<file path="src/rtl/fifo_pkg.sv">
// Shared constants and types for the parametrised synchronous FIFO.
package fifo_pkg;

  localparam int DEFAULT_DATA_WIDTH = 8;
  localparam int DEFAULT_DEPTH      = 16;

  typedef enum logic {
    FWFT_OFF = 1'b0,
    FWFT_ON  = 1'b1
  } read_mode_e;

  // Occupancy counter width: must represent 0..depth inclusive.
  function automatic int count_width(input int depth);
    return $clog2(depth + 1);
  endfunction

endpackage

</file>
<file path="src/rtl/fifo_mem.sv">
// Simple dual-port register array: one synchronous write port, one asynchronous read port.
module fifo_mem
  import fifo_pkg::*;
#(
  parameter int DATA_WIDTH = DEFAULT_DATA_WIDTH,
  parameter int DEPTH      = DEFAULT_DEPTH
) (
  input  logic                       clock,
  input  logic                       we_i,
  input  logic [$clog2(DEPTH)-1:0]   waddr_i,
  input  logic [DATA_WIDTH-1:0]      wdata_i,
  input  logic [$clog2(DEPTH)-1:0]   raddr_i,
  output logic [DATA_WIDTH-1:0]      rdata_o
);

  logic [DATA_WIDTH-1:0] mem_q [DEPTH];

  // Storage array write port; contents are deliberately not reset.
  always_ff @(posedge clock) begin
    if (we_i) begin
      mem_q[waddr_i] <= wdata_i;
    end
  end

  assign rdata_o = mem_q[raddr_i];

endmodule

</file>
<file path="src/rtl/fifo_sync_param.sv">
// Parametrised synchronous FIFO with occupancy count, threshold flags,
// overflow/underflow pulses and selectable first-word-fall-through read mode.
module fifo_sync_param
  import fifo_pkg::*;
#(
  parameter int DATA_WIDTH    = DEFAULT_DATA_WIDTH,
  parameter int DEPTH         = DEFAULT_DEPTH,
  parameter int AFULL_THRESH  = DEPTH - 2,
  parameter int AEMPTY_THRESH = 2,
  parameter int FWFT          = 0
) (
  input  logic                            clock,
  input  logic                            reset,
  input  logic [DATA_WIDTH-1:0]           data_in,
  input  logic                            write,
  input  logic                            read,
  output logic [DATA_WIDTH-1:0]           data_out,
  output logic                            full,
  output logic                            empty,
  output logic                            almost_full,
  output logic                            almost_empty,
  output logic [count_width(DEPTH)-1:0]   count,
  output logic                            overflow,
  output logic                            underflow
);

  localparam int PW = $clog2(DEPTH);
  localparam int CW = count_width(DEPTH);
  localparam read_mode_e MODE = (FWFT != 0) ? FWFT_ON : FWFT_OFF;
  localparam logic [CW-1:0] DEPTH_C  = CW'(DEPTH);
  localparam logic [CW-1:0] AFULL_C  = CW'(AFULL_THRESH);
  localparam logic [CW-1:0] AEMPTY_C = CW'(AEMPTY_THRESH);

  if ((DEPTH < 2) || ((DEPTH & (DEPTH - 1)) != 0)) begin : g_bad_depth
    $error("fifo_sync_param: DEPTH must be a power of two and at least 2");
  end
  if (AFULL_THRESH > DEPTH) begin : g_bad_afull
    $error("fifo_sync_param: AFULL_THRESH must not exceed DEPTH");
  end
  if (AEMPTY_THRESH >= DEPTH) begin : g_bad_aempty
    $error("fifo_sync_param: AEMPTY_THRESH must be below DEPTH");
  end

  logic [PW-1:0]         wr_ptr_q, wr_ptr_d;
  logic [PW-1:0]         rd_ptr_q, rd_ptr_d;
  logic [CW-1:0]         count_q, count_d;
  logic                  full_q, empty_q, almost_full_q, almost_empty_q;
  logic                  overflow_q, overflow_d;
  logic                  underflow_q, underflow_d;
  logic [DATA_WIDTH-1:0] data_out_q, data_out_d;
  logic                  rd_ok_s, wr_ok_s, mem_we_s, head_is_input_s;
  logic [PW-1:0]         rd_addr_s;
  logic [DATA_WIDTH-1:0] rd_data_s;

  // FWFT reads the word that will be at the head after this edge; standard mode reads the current head.
  assign rd_addr_s = (MODE == FWFT_ON) ? rd_ptr_d : rd_ptr_q;
  assign mem_we_s  = wr_ok_s && !reset;

  fifo_mem #(
    .DATA_WIDTH (DATA_WIDTH),
    .DEPTH      (DEPTH)
  ) u_mem (
    .clock   (clock),
    .we_i    (mem_we_s),
    .waddr_i (wr_ptr_q),
    .wdata_i (data_in),
    .raddr_i (rd_addr_s),
    .rdata_o (rd_data_s)
  );

  // Acceptance, pointer/count next state, error pulses and next read data.
  always_comb begin
    rd_ok_s     = read && !empty_q;
    wr_ok_s     = write && (!full_q || rd_ok_s);
    wr_ptr_d    = wr_ok_s ? (wr_ptr_q + PW'(1)) : wr_ptr_q;
    rd_ptr_d    = rd_ok_s ? (rd_ptr_q + PW'(1)) : rd_ptr_q;
    overflow_d  = write && !wr_ok_s;
    underflow_d = read && !rd_ok_s;
    count_d     = count_q;
    if (wr_ok_s && !rd_ok_s) begin
      count_d = count_q + CW'(1);
    end else if (!wr_ok_s && rd_ok_s) begin
      count_d = count_q - CW'(1);
    end else begin
      count_d = count_q;
    end
    // No older word survives this edge, so the new head is the word being written now.
    head_is_input_s = (count_q == {{(CW-1){1'b0}}, rd_ok_s});
    data_out_d      = data_out_q;
    case (MODE)
      FWFT_ON: begin
        if (count_d != '0) begin
          data_out_d = head_is_input_s ? data_in : rd_data_s;
        end else begin
          data_out_d = data_out_q;
        end
      end
      default: begin
        data_out_d = rd_ok_s ? rd_data_s : data_out_q;
      end
    endcase
  end

  // State registers; flags are registered from the next count so they move with count.
  always_ff @(posedge clock) begin
    if (reset) begin
      wr_ptr_q       <= '0;
      rd_ptr_q       <= '0;
      count_q        <= '0;
      empty_q        <= 1'b1;
      full_q         <= 1'b0;
      almost_empty_q <= 1'b1;
      almost_full_q  <= 1'b0;
      overflow_q     <= 1'b0;
      underflow_q    <= 1'b0;
      data_out_q     <= '0;
    end else begin
      wr_ptr_q       <= wr_ptr_d;
      rd_ptr_q       <= rd_ptr_d;
      count_q        <= count_d;
      empty_q        <= (count_d == '0);
      full_q         <= (count_d == DEPTH_C);
      almost_empty_q <= (count_d <= AEMPTY_C);
      almost_full_q  <= (count_d >= AFULL_C);
      overflow_q     <= overflow_d;
      underflow_q    <= underflow_d;
      data_out_q     <= data_out_d;
    end
  end

  assign data_out     = data_out_q;
  assign count        = count_q;
  assign full         = full_q;
  assign empty        = empty_q;
  assign almost_full  = almost_full_q;
  assign almost_empty = almost_empty_q;
  assign overflow     = overflow_q;
  assign underflow    = underflow_q;

endmodule

</file>
<file path="config.mk">
export PLATFORM = sky130hd
export DESIGN_NAME = fifo_sync_param
export DESIGN_NICKNAME = d
export VERILOG_FILES = /design/src/rtl/fifo_pkg.sv /design/src/rtl/fifo_mem.sv /design/src/rtl/fifo_sync_param.sv
export SDC_FILE = /design/constraint.sdc
export NUM_CORES = 1
export LEC_CHECK = 0
export BUFFER_PORTS_ARGS = -buffer_cell sky130_fd_sc_hd__buf_2
export CAP_MARGIN = 20
export CORE_MARGIN = 4
export CORE_UTILIZATION = 60
export DETAILED_ROUTE_END_ITERATION = 6
export GPL_ROUTABILITY_DRIVEN = 0
export PLACE_DENSITY = 0.82
export SETUP_SLACK_MARGIN = 0.02
export SYNTH_ARGS = -nofsm -noshare
export SYNTH_HDL_FRONTEND = slang
export SYNTH_HIERARCHICAL = 1
export SYNTH_SLANG_ARGS = --single-unit
export TNS_END_PERCENT = 1
</file>
<file path="constraint.sdc">
create_clock -name clock -period 3.6 [get_ports clock]
set_input_delay 0.72 -clock clock [delete_from_list [all_inputs] [get_ports clock]]
set_output_delay 0.72 -clock clock [all_outputs]
set_load 0.05 [all_outputs]
</file>
# After elaboration in Yosys (flattened, before gate mapping)
# Memory sizes are Yosys's and may differ from the RTL's. A register that Yosys moved wholly into a read port is not among the register bits.
# Cells that the tools add are included.
# op_classes
n_eq_ne	1
reduce_logical	14
mux	4
order_cmp	2
add_sub_neg	4
# ops
cell	count
5-bit two-way mux	2
4-bit by 1-bit adder with 4-bit output, second input constant	2
1-bit logical AND	7
5-bit by 1-bit adder with 5-bit output, second input constant	1
5-bit == test, second input constant	1
5-bit by 4-bit >= comparator with 1-bit output, second input constant	1
5-bit by 2-bit <= comparator with 1-bit output, second input constant	1
1-bit zero test	5
5-bit zero test	1
5-bit by 1-bit subtractor with 5-bit output, second input constant	1
1-bit two-way mux	2
1-bit logical OR	1
# word_totals
memories	1
out_inout_bits	19
inputBits	12
ram_bits	128
wordCells	35
regBits	19
# mem_list
memory	depth	width	rd	rd_ports_with_merged_regs	wr	line	text
u_mem.mem_q	16	8	1	1	1	fifo_mem.sv:16	logic [DATA_WIDTH-1:0] mem_q [DEPTH];

# Logic depth before layout (Yosys ltp)
# Gate-level depths: netlist of the first run.
# logic_depth
depth_word	9
depth_mapped	7
mapped_depth_nobuf	7

# Modules after synthesis
# The synthesis of the first run kept the hierarchy.
# modules_own_cells
module	instances	area_per_inst_um2	seq_area_each_um2	cells_each
fifo_mem	1	4987.3	3843.7	221
fifo_sync_param	1	1260.0	540.5	136

# Least setup slack after synthesis of the first run
# OpenSTA, ideal clock, no wires.
# synth_path
kind	input-to-reg
start	input reset
end	memory u_mem/mem_q[0][0] in the netlist's numbering (enable)
setup_ps	383
cell_stages	5
setup_slack_ps	809
t_arrival_ps	2407
cell_sequence	clkbuf_1 > clkbuf_1 > nor2_1 > or3b_2 > nor3_1
# synth_via
elab_chain_len	4
# synth_rtl
element	line	text
from (decl)	fifo_sync_param.sv:13	input logic reset,
1-bit zero test	fifo_sync_param.sv:57	assign mem_we_s = wr_ok_s && !reset;
1-bit logical AND	fifo_sync_param.sv:57	
via mem_we_s	fifo_sync_param.sv:51	logic rd_ok_s, wr_ok_s, mem_we_s, head_is_input_s;
1-bit two-way mux	fifo_mem.sv:20	if (we_i) begin
1-bit two-way mux (implied by the code)	fifo_mem.sv:21	mem_q[waddr_i] <= wdata_i;
to (decl)	fifo_mem.sv:16	
# The timed path passes the listed nets, and every way through them passes these cells.

# Worst setup path after layout of the first run
# layout_path
start	register empty_q, in the netlist empty
end	memory u_mem/mem_q[2][5] in the netlist's numbering (enable)
# layout_via
elab_chain_len	7
# layout_rtl
element	line	text
from (decl)	fifo_sync_param.sv:47	logic full_q, empty_q, almost_full_q, almost_empty_q;
from (signal assigned)	fifo_sync_param.sv:121	empty_q <= (count_d == '0);
1-bit zero test	fifo_sync_param.sv:73	rd_ok_s = read && !empty_q;
1-bit logical AND	fifo_sync_param.sv:73	
1-bit logical OR	fifo_sync_param.sv:74	wr_ok_s = write && (!full_q || rd_ok_s);
1-bit logical AND	fifo_sync_param.sv:74	
1-bit logical AND	fifo_sync_param.sv:57	
via mem_we_s	fifo_sync_param.sv:51	
1-bit two-way mux	fifo_mem.sv:20	
1-bit two-way mux (implied by the code)	fifo_mem.sv:21	
# The timed path passes the listed nets, and every way through them passes these cells.

==> impl_metrics.tcl, run 1 <==
set metrics [dict create \
    cp_max_fo 14 \
    synth_fp_nets 373 \
    die-area_um2 12100 \
    wl_per_cell_um 23.6 \
    crit_path_start_kind "flop" \
    worstMarginPinSlew_ns 0.972 \
    ctsHtreeMaxLevel 4 \
    syn_inst 357 \
    firstDrtPassIters 7 \
    totalWireLength_um 12800 \
    min_path_type "reg -> reg" \
    drt-initial-drc-count 365 \
    insertion_delay_ns 0.52 \
    fin_crit_sh_pct 74.2 \
    core_area_um2 9950 \
    maxCapViolCount 0 \
    synthXorXnorAreaFrac_pct 1.24 \
    num_io_pins 31 \
    vias 3389 \
    syn_avg_cell_area_um2 17.5 \
    portBuffers 30 \
    grt_overflow 0 \
    nFillCells 607 \
    cts_hold_repair.buffers 0 \
    worst_slack_ns 0.928 \
    antenna_found_initial 0 \
    clock_sinks 155 \
    synth_area_um2 6250 \
    synth_edf_count 128 \
    rsz0062_at_grt "no" \
    run_status "finished, final reports clean" \
    ys_ff_latch 155 \
    synthMuxAreaShare_pct 12.9 \
    synth_top_family_by_area "multiplexers" \
    required_ns 3.76 \
    hold_viol_final 0 \
    grt_max_degree 36 \
    drc 0 \
    finalMaxSlewViolations 0 \
    slew_headroom_pct 35.2 \
    die_height_um 110 \
    yosysWarnings 6 \
    numCtsBuffers 17 \
    fmax_mhz 374 \
    yosysSeqAreaShare_pct 70.2 \
    crit_type "reg -> reg" \
    postRouteAntennaNets 0 \
    power.density_nw_per_um2 581 \
    grt.total_usage_pct 23.5 \
    cp.arrival_ns 2.83 \
    cts_tree "done" \
    rows 36 \
    clockBufferDepth 2 \
    async_flop_share_pct 0 \
    path_clk_slew_ns 0.07 \
    clockRootBuffer "clkbuf_8" \
    yosysUniqueCellTypes 52 \
    worstSetupEndpointType "flop" \
    ctsResizeCount 0 \
    synth_compound_area_share_pct 5.07 \
    post_cts_buffers 0 \
    yosys.area_share.adder_pct 0.801 \
    finalSetupViolations 0 \
    dp.final_hpwl_um 8130 \
    fin_skew_ns 0.0128 \
    die_w_um 110 \
    fin_nets 412 \
    pre_cts_ws_ns 0.588 \
    power.leakage_uw 0.00240 \
    viasPerCell 6.25 \
    antenna_cells 0 \
    grt_pass1_vias 3458 \
    synthSimpleGateAreaFrac_pct 7.55 \
    period_needed_ns 2.67 \
    synthFlopType "edfxtp_1" \
    grt_first_pass_wirelength_um 19900 \
    tns_ns 0 \
    layout-drive-gt1-share_pct 24.2 \
    initial_utilization_pct 62.8 \
    syn_to_final_growth_pct 13.0 \
    ir_drop_mv 0.392 \
]
[cell families (layout without fill, tap and decap cells)]
kind of cell             after synthesis  count (layout)
AND/OR/NAND/NOR                       92              92
buffers and inverters                 21              73
flip-flops                           155             155
AO/OA/AOI/OAI                         42              42
multiplexers                          35              35
adder cells (fa/ha/maj)                4               4
XOR/XNOR                               8               8
[cell type report]
class	count	area, um2	area share, %
repair buffers	37	203	2.87
multi-input cells	181	1720	24.4
clock buffers	24	514	7.28
well taps	133	166	2.36
inverters	4	15.0	0.213
flip-flops and latches	155	4390	62.1
clock inverters	8	53.8	0.762
[registers in the layout, indices dropped and copies added (netlist names)]
| register | cells |
|---|---|
| empty | 1 |
| full | 1 |
| almost_full | 1 |
| wr_ptr_q | 4 |
| rd_addr_s | 4 |
| almost_empty | 1 |
| u_mem/mem_q | 128 |
| data_out | 8 |
| underflow | 1 |
| overflow | 1 |
| count | 5 |
[through the flow]
stage	cells	util, %	total power (uW)	cell area [um2]	hold slack [ns]
floorplan	357	-	2360	6250	0.488
global placement	510	65.2	2460	6490	0.448
detailed placement	510	65.2	2470	6490	0.455
CTS	542	70.9	4130	7060	0.463
global route	542	70.9	4250	7060	0.474
finish	542	70.9	4110	7060	0.459
[cells in the mapped netlist (2+ instances only)]
cell             instances  area [um2]
edfxtp_1               128        3840
nand2_1                 31         116
dfxtp_1                 27         541
nor2_1                  25        93.8
mux4_2                  18         405
a22oi_1                 16         120
mux4_1                  14         368
a21oi_1                 13        65.1
nor3_1                   8        40.0
buf_2                    6        30.0
nand3_1                  5        25.0
xor2_1                   5        43.8
buf_6                    4        45.0
ha_1                     4        50.1
inv_1                    4        15.0
clkbuf_1                 3        11.3
clkdlybuf4s25_2          3        30.0
a211oi_1                 2        15.0
mux2i_1                  2        20.0
nand2b_1                 2        12.5
nand3b_1                 2        15.0
nor2b_1                  2        12.5
nor4b_1                  2        17.5
o21ai_0                  2        10.0
xnor2_1                  2        17.5
[where the power goes]
part,switching (uW),internal [uW]
logic,244,157
registers,57.8,1980
clock network,677,992
[path summary, 6_finish.rpt]
kind	startpoint	to	slack, ns	depth (start not counted)
min	data_out[3]$_SDFFE_PP0P_	data_out[3]$_SDFFE_PP0P_	0.46	2
max reg2reg	empty$_SDFF_PP1_	u_mem/mem_q[2][5]$_DFFE_PP_	0.93	6
min reg2reg	data_out[3]$_SDFFE_PP0P_	data_out[3]$_SDFFE_PP0P_	0.46	2
max	empty$_SDFF_PP1_	u_mem/mem_q[2][5]$_DFFE_PP_	0.93	6
[critical path, stage by stage (launching register included)]
cell	delay, ns
dfxtp_1	0.36
nand2b_4	0.23
nand2_1	0.16
nand2_1	0.14
nor2_1	0.33
or3b_2	0.53
nor2_1	0.55
[layout by cell type (no fill, tap or decap), drive strengths merged, types with 4 or more instances in the layout]
master / instances
a21oi: 13
a22oi: 16
buf: 37
clkbuf: 24
clkinv: 5
dfxtp: 27
edfxtp: 128
ha: 4
inv: 7
mux4: 32
nand2: 31
nand2b: 4
nand3: 5
nor2: 26
nor3: 9
xor2: 5
[layer usage]
layer | vias up | share of wire [%] | track usage (%)
met3 | 23 | 6.6 | 6.41
met5 | - | 0 | 0
li1 | 1504 | - | -
met4 | 0 | 1.9 | 7.57
met1 | 1719 | 41 | 31.8
met2 | 143 | 51 | 37.7
No activity file was read; power rests on OpenSTA's default activity.
==> run 2: changes to the inputs <==
--- a/config.mk
+++ b/config.mk
@@ -5,13 +5,14 @@
 export SDC_FILE = /design/constraint.sdc
 export NUM_CORES = 1
 export LEC_CHECK = 0
+export ABC_AREA = 1
 export BUFFER_PORTS_ARGS = -buffer_cell sky130_fd_sc_hd__buf_2
 export CAP_MARGIN = 20
 export CORE_MARGIN = 4
-export CORE_UTILIZATION = 60
+export CORE_UTILIZATION = 61
 export DETAILED_ROUTE_END_ITERATION = 6
 export GPL_ROUTABILITY_DRIVEN = 0
-export PLACE_DENSITY = 0.82
+export PLACE_DENSITY = 0.83
 export SETUP_SLACK_MARGIN = 0.02
 export SYNTH_ARGS = -nofsm -noshare
 export SYNTH_HDL_FRONTEND = slang
==> constraint.sdc (replaced) <==
create_clock -name clock -period 2.6 [get_ports clock]
set_input_delay 0.52 -clock clock [delete_from_list [all_inputs] [get_ports clock]]
set_output_delay 0.52 -clock clock [all_outputs]
set_load 0.05 [all_outputs]
==> run 2 against run 1 <==
Compared with the run above:
- utilization down 0.17 points
- largest cell class unchanged
- synthesized area increased by 9.7%
- critical endpoint is now u_mem/mem_q[4][5]$_DFFE_PP_
- sequential cell count is the same
==> impl_metrics.tcl, run 2 <==
set metrics [dict create \
    run_status "finished, final reports clean" \
    finalSetupViolations 0 \
    r2r_cells 8 \
    required_ns 2.73 \
    fin_skew_ns 0.0109 \
    syn_to_final_growth_pct 12.9 \
    grt_max_degree 68 \
    yosys.area.top_type "edfxtp_1" \
    nFillCells 754 \
    ir_drop_mv 0.656 \
    synth_area_um2 6850 \
    insertion_delay_ns 0.42 \
    grt_first_pass_wirelength_um 24800 \
    layout_commonest_cell "nand2_1" \
    synthTopCellsByArea "edfxtp_1 (56%), nand2_1 (11%), nand3_1 (8.4%)" \
    fmax_mhz 464 \
    synth_edf_count 128 \
    synthFlopType "edfxtp_1" \
    firstDrtPassIters 6 \
    ctsHtreeMaxLevel 4 \
    r2r-start "empty$_SDFF_PP1_" \
    power.leakage_uw 0.00341 \
    period_needed_ns 2.16 \
    slowest_stage "nor2_1" \
    num_io_pins 31 \
    syn_inst 716 \
    final_cell_mix "nand2_1 (200), edfxtp_1 (128), inv_1 (120)" \
    grt_overflow 0 \
    yosysUniqueCellTypes 27 \
    crit_type "reg -> reg" \
    grt.total_usage_pct 25.5 \
    yosysWarnings 6 \
    postRouteAntennaNets 0 \
    holdPathEnd "underflow$_SDFF_PP0_" \
    synthTopCellsByCount "nand2_1 (200), edfxtp_1 (128), inv_1 (120)" \
    cts_tree "done" \
    ys_ff_latch 155 \
    slew_headroom_pct 54.2 \
    post_cts_buffers 0 \
    regMostFlops "u_mem/mem_q" \
    hold-worst-slack_ns 0.347 \
    min_path_type "in -> reg" \
    hold_viol_final 0 \
    initial_utilization_pct 62.7 \
    rsz0062_at_grt "no" \
    rows 38 \
    grt_pass1_vias 5042 \
    cts_hold_repair.buffers 0 \
    clockRootBuffer "clkbuf_16" \
    multi_input_area_um2 1810 \
    core_area_um2 10900 \
    r2r_slack_ns 0.44 \
    finalMaxSlewViolations 0 \
    drt-initial-drc-count 620 \
    fin_nets 774 \
    wl_per_cell_um 17.0 \
    power.density_nw_per_um2 759 \
    hold_path_startpoint "read" \
    tns_ns 0 \
    layout-drive-gt1-share_pct 12.3 \
    largest_reg_flops 128 \
    whs_path_depth 3 \
    max_stage_delay_ns 0.37 \
    async_flop_share_pct 0 \
    dp.final_hpwl_um 9940 \
    cp.arrival_ns 2.29 \
    clockBufferDepth 2 \
    cp_max_fo 14 \
    drc 0 \
    ctsResizeCount 0 \
    path_cells "inv_1 -> nand2_2 -> nand2_1 -> nand2_1 -> nor2_1 -> nand3b_1 -> nor2_1 -> buf_4" \
    syn_avg_cell_area_um2 9.57 \
    maxCapViolCount 0 \
    die-area_um2 13000 \
    portBuffers 30 \
    r2r_end "u_mem/mem_q[4][5]$_DFFE_PP_" \
    crit_path_start_kind "flop" \
    viasPerCell 5.64 \
    synth_fp_nets 732 \
    yosysSeqAreaShare_pct 64.0 \
    numCtsBuffers 17 \
    yosysTopAreaCellShare_pct 56.1 \
    worstMarginPinSlew_ns 0.687 \
    die_height_um 114 \
    post-synth-top-count-cell "nand2_1" \
    seq_area_um2 4390 \
    vias 5138 \
    totalWireLength_um 15500 \
    antenna_found_initial 0 \
    fin_crit_sh_pct 83.0 \
    clock_sinks 155 \
    antenna_cells 0 \
    die_w_um 114 \
    path_clk_slew_ns 0.06 \
    worstSetupEndpointType "flop" \
]
run 2: routing by layer:
| layer | vias up | global-route usage (%) | wire, um | share of wire [%] |
|---|---|---|---|---|
| li1 | 2375 | - | - | - |
| met1 | 2445 | 31.5 | 5990 | 39 |
| met2 | 275 | 41.9 | 7690 | 50 |
| met3 | 43 | 6.79 | 1360 | 8.8 |
| met4 | 0 | 12.3 | 462 | 3.0 |
| met5 | - | 0 | 0 | 0 |
run 2: worst max-delay path: cells and delay by family, from the launching register on:
kind                   cells  cell delay [ns]
and+or+nand+nor            6             1.25
DFF                        1             0.32
buffers and inverters      2             0.29
run 2: through the flow:
step | instances | cell area (um2) | setup WS (ns) | utilization, % | power [uW]
after CTS | 911 | 7740 | 0.497 | 70.8 | 5900
after detailed placement | 879 | 7160 | 0.286 | 65.5 | 3540
after global placement | 879 | 7160 | 0.364 | 65.5 | 3520
after floorplan | 716 | 6850 | 0.571 | - | 3360
final | 911 | 7740 | 0.443 | 70.8 | 5870
after global routing | 911 | 7740 | 0.356 | 70.8 | 6120
run 2: worst max-delay path by stage:
stage / startpoint / endpoint / slack [ns] / cells past startpoint
2_1_floorplan: empty$_SDFF_PP1_ / u_mem/mem_q[12][0]$_DFFE_PP_ / 0.57 / 7
3_3_place_gp: read / u_mem/mem_q[4][5]$_DFFE_PP_ / 0.36 / 8
3_5_place_dp: read / u_mem/mem_q[4][5]$_DFFE_PP_ / 0.29 / 8
4_1_cts: empty$_SDFF_PP1_ / u_mem/mem_q[4][0]$_DFFE_PP_ / 0.50 / 8
5_1_grt: empty$_SDFF_PP1_ / u_mem/mem_q[4][4]$_DFFE_PP_ / 0.36 / 8
6_report: empty$_SDFF_PP1_ / u_mem/mem_q[4][5]$_DFFE_PP_ / 0.44 / 8
run 2: report_power, final:
group | internal (uW) | switching [uW]
Clock | 1410 | 952
Combinational | 189 | 543
Sequential | 2740 | 38.2
run 2: cell families (layout without fill, tap and decap cells):
group,Yosys count,in the layout,synth area share [%]
fa+ha+maj,4,4,0.730
simple gates,384,384,24.0
buf+inv,153,208,9.67
compound gates,17,17,1.30
xor+xnor,3,3,0.383
flops,155,155,64.0
run 2: area by class of cell:
| cell class | count | share of cell area [%] |
|---|---|---|
| clock buffers | 18 | 5.55 |
| flip-flops and latches | 155 | 56.7 |
| inverters | 124 | 6.03 |
| multi-input cells | 408 | 23.3 |
| repair buffers | 52 | 4.24 |
| well taps | 140 | 2.26 |
| clock inverters | 14 | 1.91 |
==> run 3: changes to the inputs <==
--- a/config.mk
+++ b/config.mk
@@ -9,10 +9,10 @@
 export BUFFER_PORTS_ARGS = -buffer_cell sky130_fd_sc_hd__buf_2
 export CAP_MARGIN = 20
 export CORE_MARGIN = 4
-export CORE_UTILIZATION = 61
+export CORE_UTILIZATION = 55
 export DETAILED_ROUTE_END_ITERATION = 6
 export GPL_ROUTABILITY_DRIVEN = 0
-export PLACE_DENSITY = 0.83
+export PLACE_DENSITY = 0.79
 export SETUP_SLACK_MARGIN = 0.02
 export SYNTH_ARGS = -nofsm -noshare
 export SYNTH_HDL_FRONTEND = slang
==> constraint.sdc (replaced) <==
create_clock -name clock -period 1.8 [get_ports clock]
set_input_delay 0.36 -clock clock [delete_from_list [all_inputs] [get_ports clock]]
set_output_delay 0.36 -clock clock [all_outputs]
set_load 0.05 [all_outputs]
==> run 3 against run 2 <==
Compared with the run above:
- via count shrank 2.2%
- fmax grew 27%
- first-iteration DRC count fell by 42%
- sequential cell count unchanged
- worst hold slack worse by 0.13 ns
- register-to-register slack worse by 0.34 ns
- routed wire length down 0.79%
- sequential share of layout area shrank 0.99 points
- highest routed layer unchanged
==> impl_metrics.tcl, run 3 (same netlist as run 2, synthesis figures left out) <==
set metrics [dict create \
    layout_commonest_cell "nand2_1" \
    period_needed_ns 1.70 \
    required_ns 1.93 \
    min_path_type "in -> reg" \
    die_height_um 120 \
    initial_utilization_pct 56.6 \
    numCtsBuffers 17 \
    grt_max_degree 33 \
    cp.arrival_ns 1.83 \
    fin_skew_ns 0.00873 \
    antenna_found_initial 0 \
    worst_slack_ns 0.100 \
    clockBufferDepth 2 \
    firstDrtPassIters 5 \
    grt_overflow 0 \
    final_cell_mix "nand2_1 (198), edfxtp_1 (128), inv_1 (119)" \
    power.density_nw_per_um2 1080 \
    postRouteAntennaNets 0 \
    ctsHtreeMaxLevel 4 \
    seqPwrFrac_pct 47.3 \
    wl_per_cell_um 16.4 \
    crit_path_start_kind "flop" \
    rsz0062_at_grt "no" \
    p_clk_share_pct 39.8 \
    grt.total_usage_pct 22.5 \
    run_status "finished, final reports clean" \
    grt_first_pass_wirelength_um 24500 \
    rows 40 \
    drt-initial-drc-count 362 \
    path_clk_slew_ns 0.06 \
    syn_to_final_growth_pct 15.1 \
    portBuffers 30 \
    power.leakage_uw 0.00342 \
    fmax_mhz 588 \
    fin_nets 775 \
    fin_crit_sh_pct 94.4 \
    nFillCells 918 \
    hold_viol_final 0 \
    viasPerCell 5.34 \
    layout-drive-gt1-share_pct 14.8 \
    totalWireLength_um 15400 \
    core_area_um2 12100 \
    cp_max_fo 8 \
    antenna_cells 0 \
    vias 5024 \
    switching_power_uw 2200 \
    crit_type "reg -> reg" \
    pwr-share-comb_pct 12.9 \
    clockRootBuffer "clkbuf_16" \
    post_cts_buffers 0 \
    num_io_pins 31 \
    worstSetupEndpointType "flop" \
    worstMarginPinSlew_ns 0.576 \
    drc 0 \
    cts_tree "done" \
    netSwitchingFraction_pct 25.9 \
    dp.final_hpwl_um 10100 \
    finalMaxSlewViolations 0 \
    slew_headroom_pct 61.5 \
    regMostFlops "u_mem/mem_q" \
    largest_reg_flops 128 \
    finalSetupViolations 0 \
    ir_drop_mv 0.692 \
    internal_power_uw 6300 \
    maxCapViolCount 0 \
    tns_ns 0 \
    pre_cts_ws_ns 0.0171 \
    die-area_um2 14300 \
    die_w_um 120 \
    clock_sinks 155 \
    insertion_delay_ns 0.42 \
    grt_pass1_vias 4992 \
]
[run 3: changes by cell type in the layout (fill, tap and decap cells not counted), moves of 2 or more]
| cell | previous run | this run |
|---|---|---|
| nor2_4 | 1 | 10 |
| clkbuf_1 | 1 | 5 |
| nand2_1 | 200 | 198 |
| nor2_2 | 2 | 10 |
| nor2_1 | 54 | 37 |
| dfxtp_4 | 0 | 2 |
| clkinvlp_4 | 4 | 2 |
[run 3: layer usage]
layer	vias up	wire (um)	share of wire (%)	global-route usage (%)
met5	-	0	0	0
met4	0	631	4.1	11.2
met3	60	1200	7.8	5.42
met2	225	7480	49	37.3
met1	2357	6070	39	27.6
li1	2382	-	-	-
[run 3: layout make-up]
type / instances / area (um2) / area share [%]
sequential: 155 / 4390 / 55.7
multi-input combinational: 408 / 1910 / 24.2
inverter: 124 / 467 / 5.92
clock buffer: 22 / 444 / 5.63
timing repair buffer: 53 / 347 / 4.39
tap: 168 / 210 / 2.66
clock inverter: 10 / 119 / 1.51
[run 3: what timing repair did]
item,4_1_cts,5_1_grt
endpoints found under the setup margin,0,85
resized for setup,0,5
hold buffers,0,0
[run 3: metrics by stage]
stage	util, %	power, uW	cell area, um2	std cells	hold WS, ns
CTS	65.0	8520	7870	940	0.201
global route	65.1	8810	7890	940	0.225
detailed placement	60.3	5160	7310	908	0.469
finish	65.1	8510	7890	940	0.222
global placement	60.3	5130	7310	908	0.462
floorplan	-	4870	6960	716	0.444
[run 3: worst max-delay path, stage by stage (launching register included)]
cell,delay (ns)
dfxtp_4,0.35
inv_2,0.08
nand2_4,0.05
nand2_2,0.07
nand2_2,0.07
nor2_4,0.15
nand3b_1,0.27
nor2_2,0.21
buf_6,0.16
[run 3: final timing paths]
path / depth (start not counted) / slack (ns) / startpoint / end
max: 8 / 0.10 / empty$_SDFF_PP1_ / u_mem/mem_q[7][7]$_DFFE_PP_
min reg2reg: 2 / 0.48 / empty$_SDFF_PP1_ / underflow$_SDFF_PP0_
max reg2reg: 8 / 0.10 / empty$_SDFF_PP1_ / u_mem/mem_q[7][7]$_DFFE_PP_
min: 3 / 0.22 / read / underflow$_SDFF_PP0_
[run 3: power by group through the flow]
stage               clock (uW)  combinational [uW]  sequential [uW]
finish                    3390                1100             4020
global route              3590                1190             4030
CTS                       3420                1080             4020
detailed placement           0                1070             4100
global placement             0                1040             4090
floorplan                    0                 622             4250
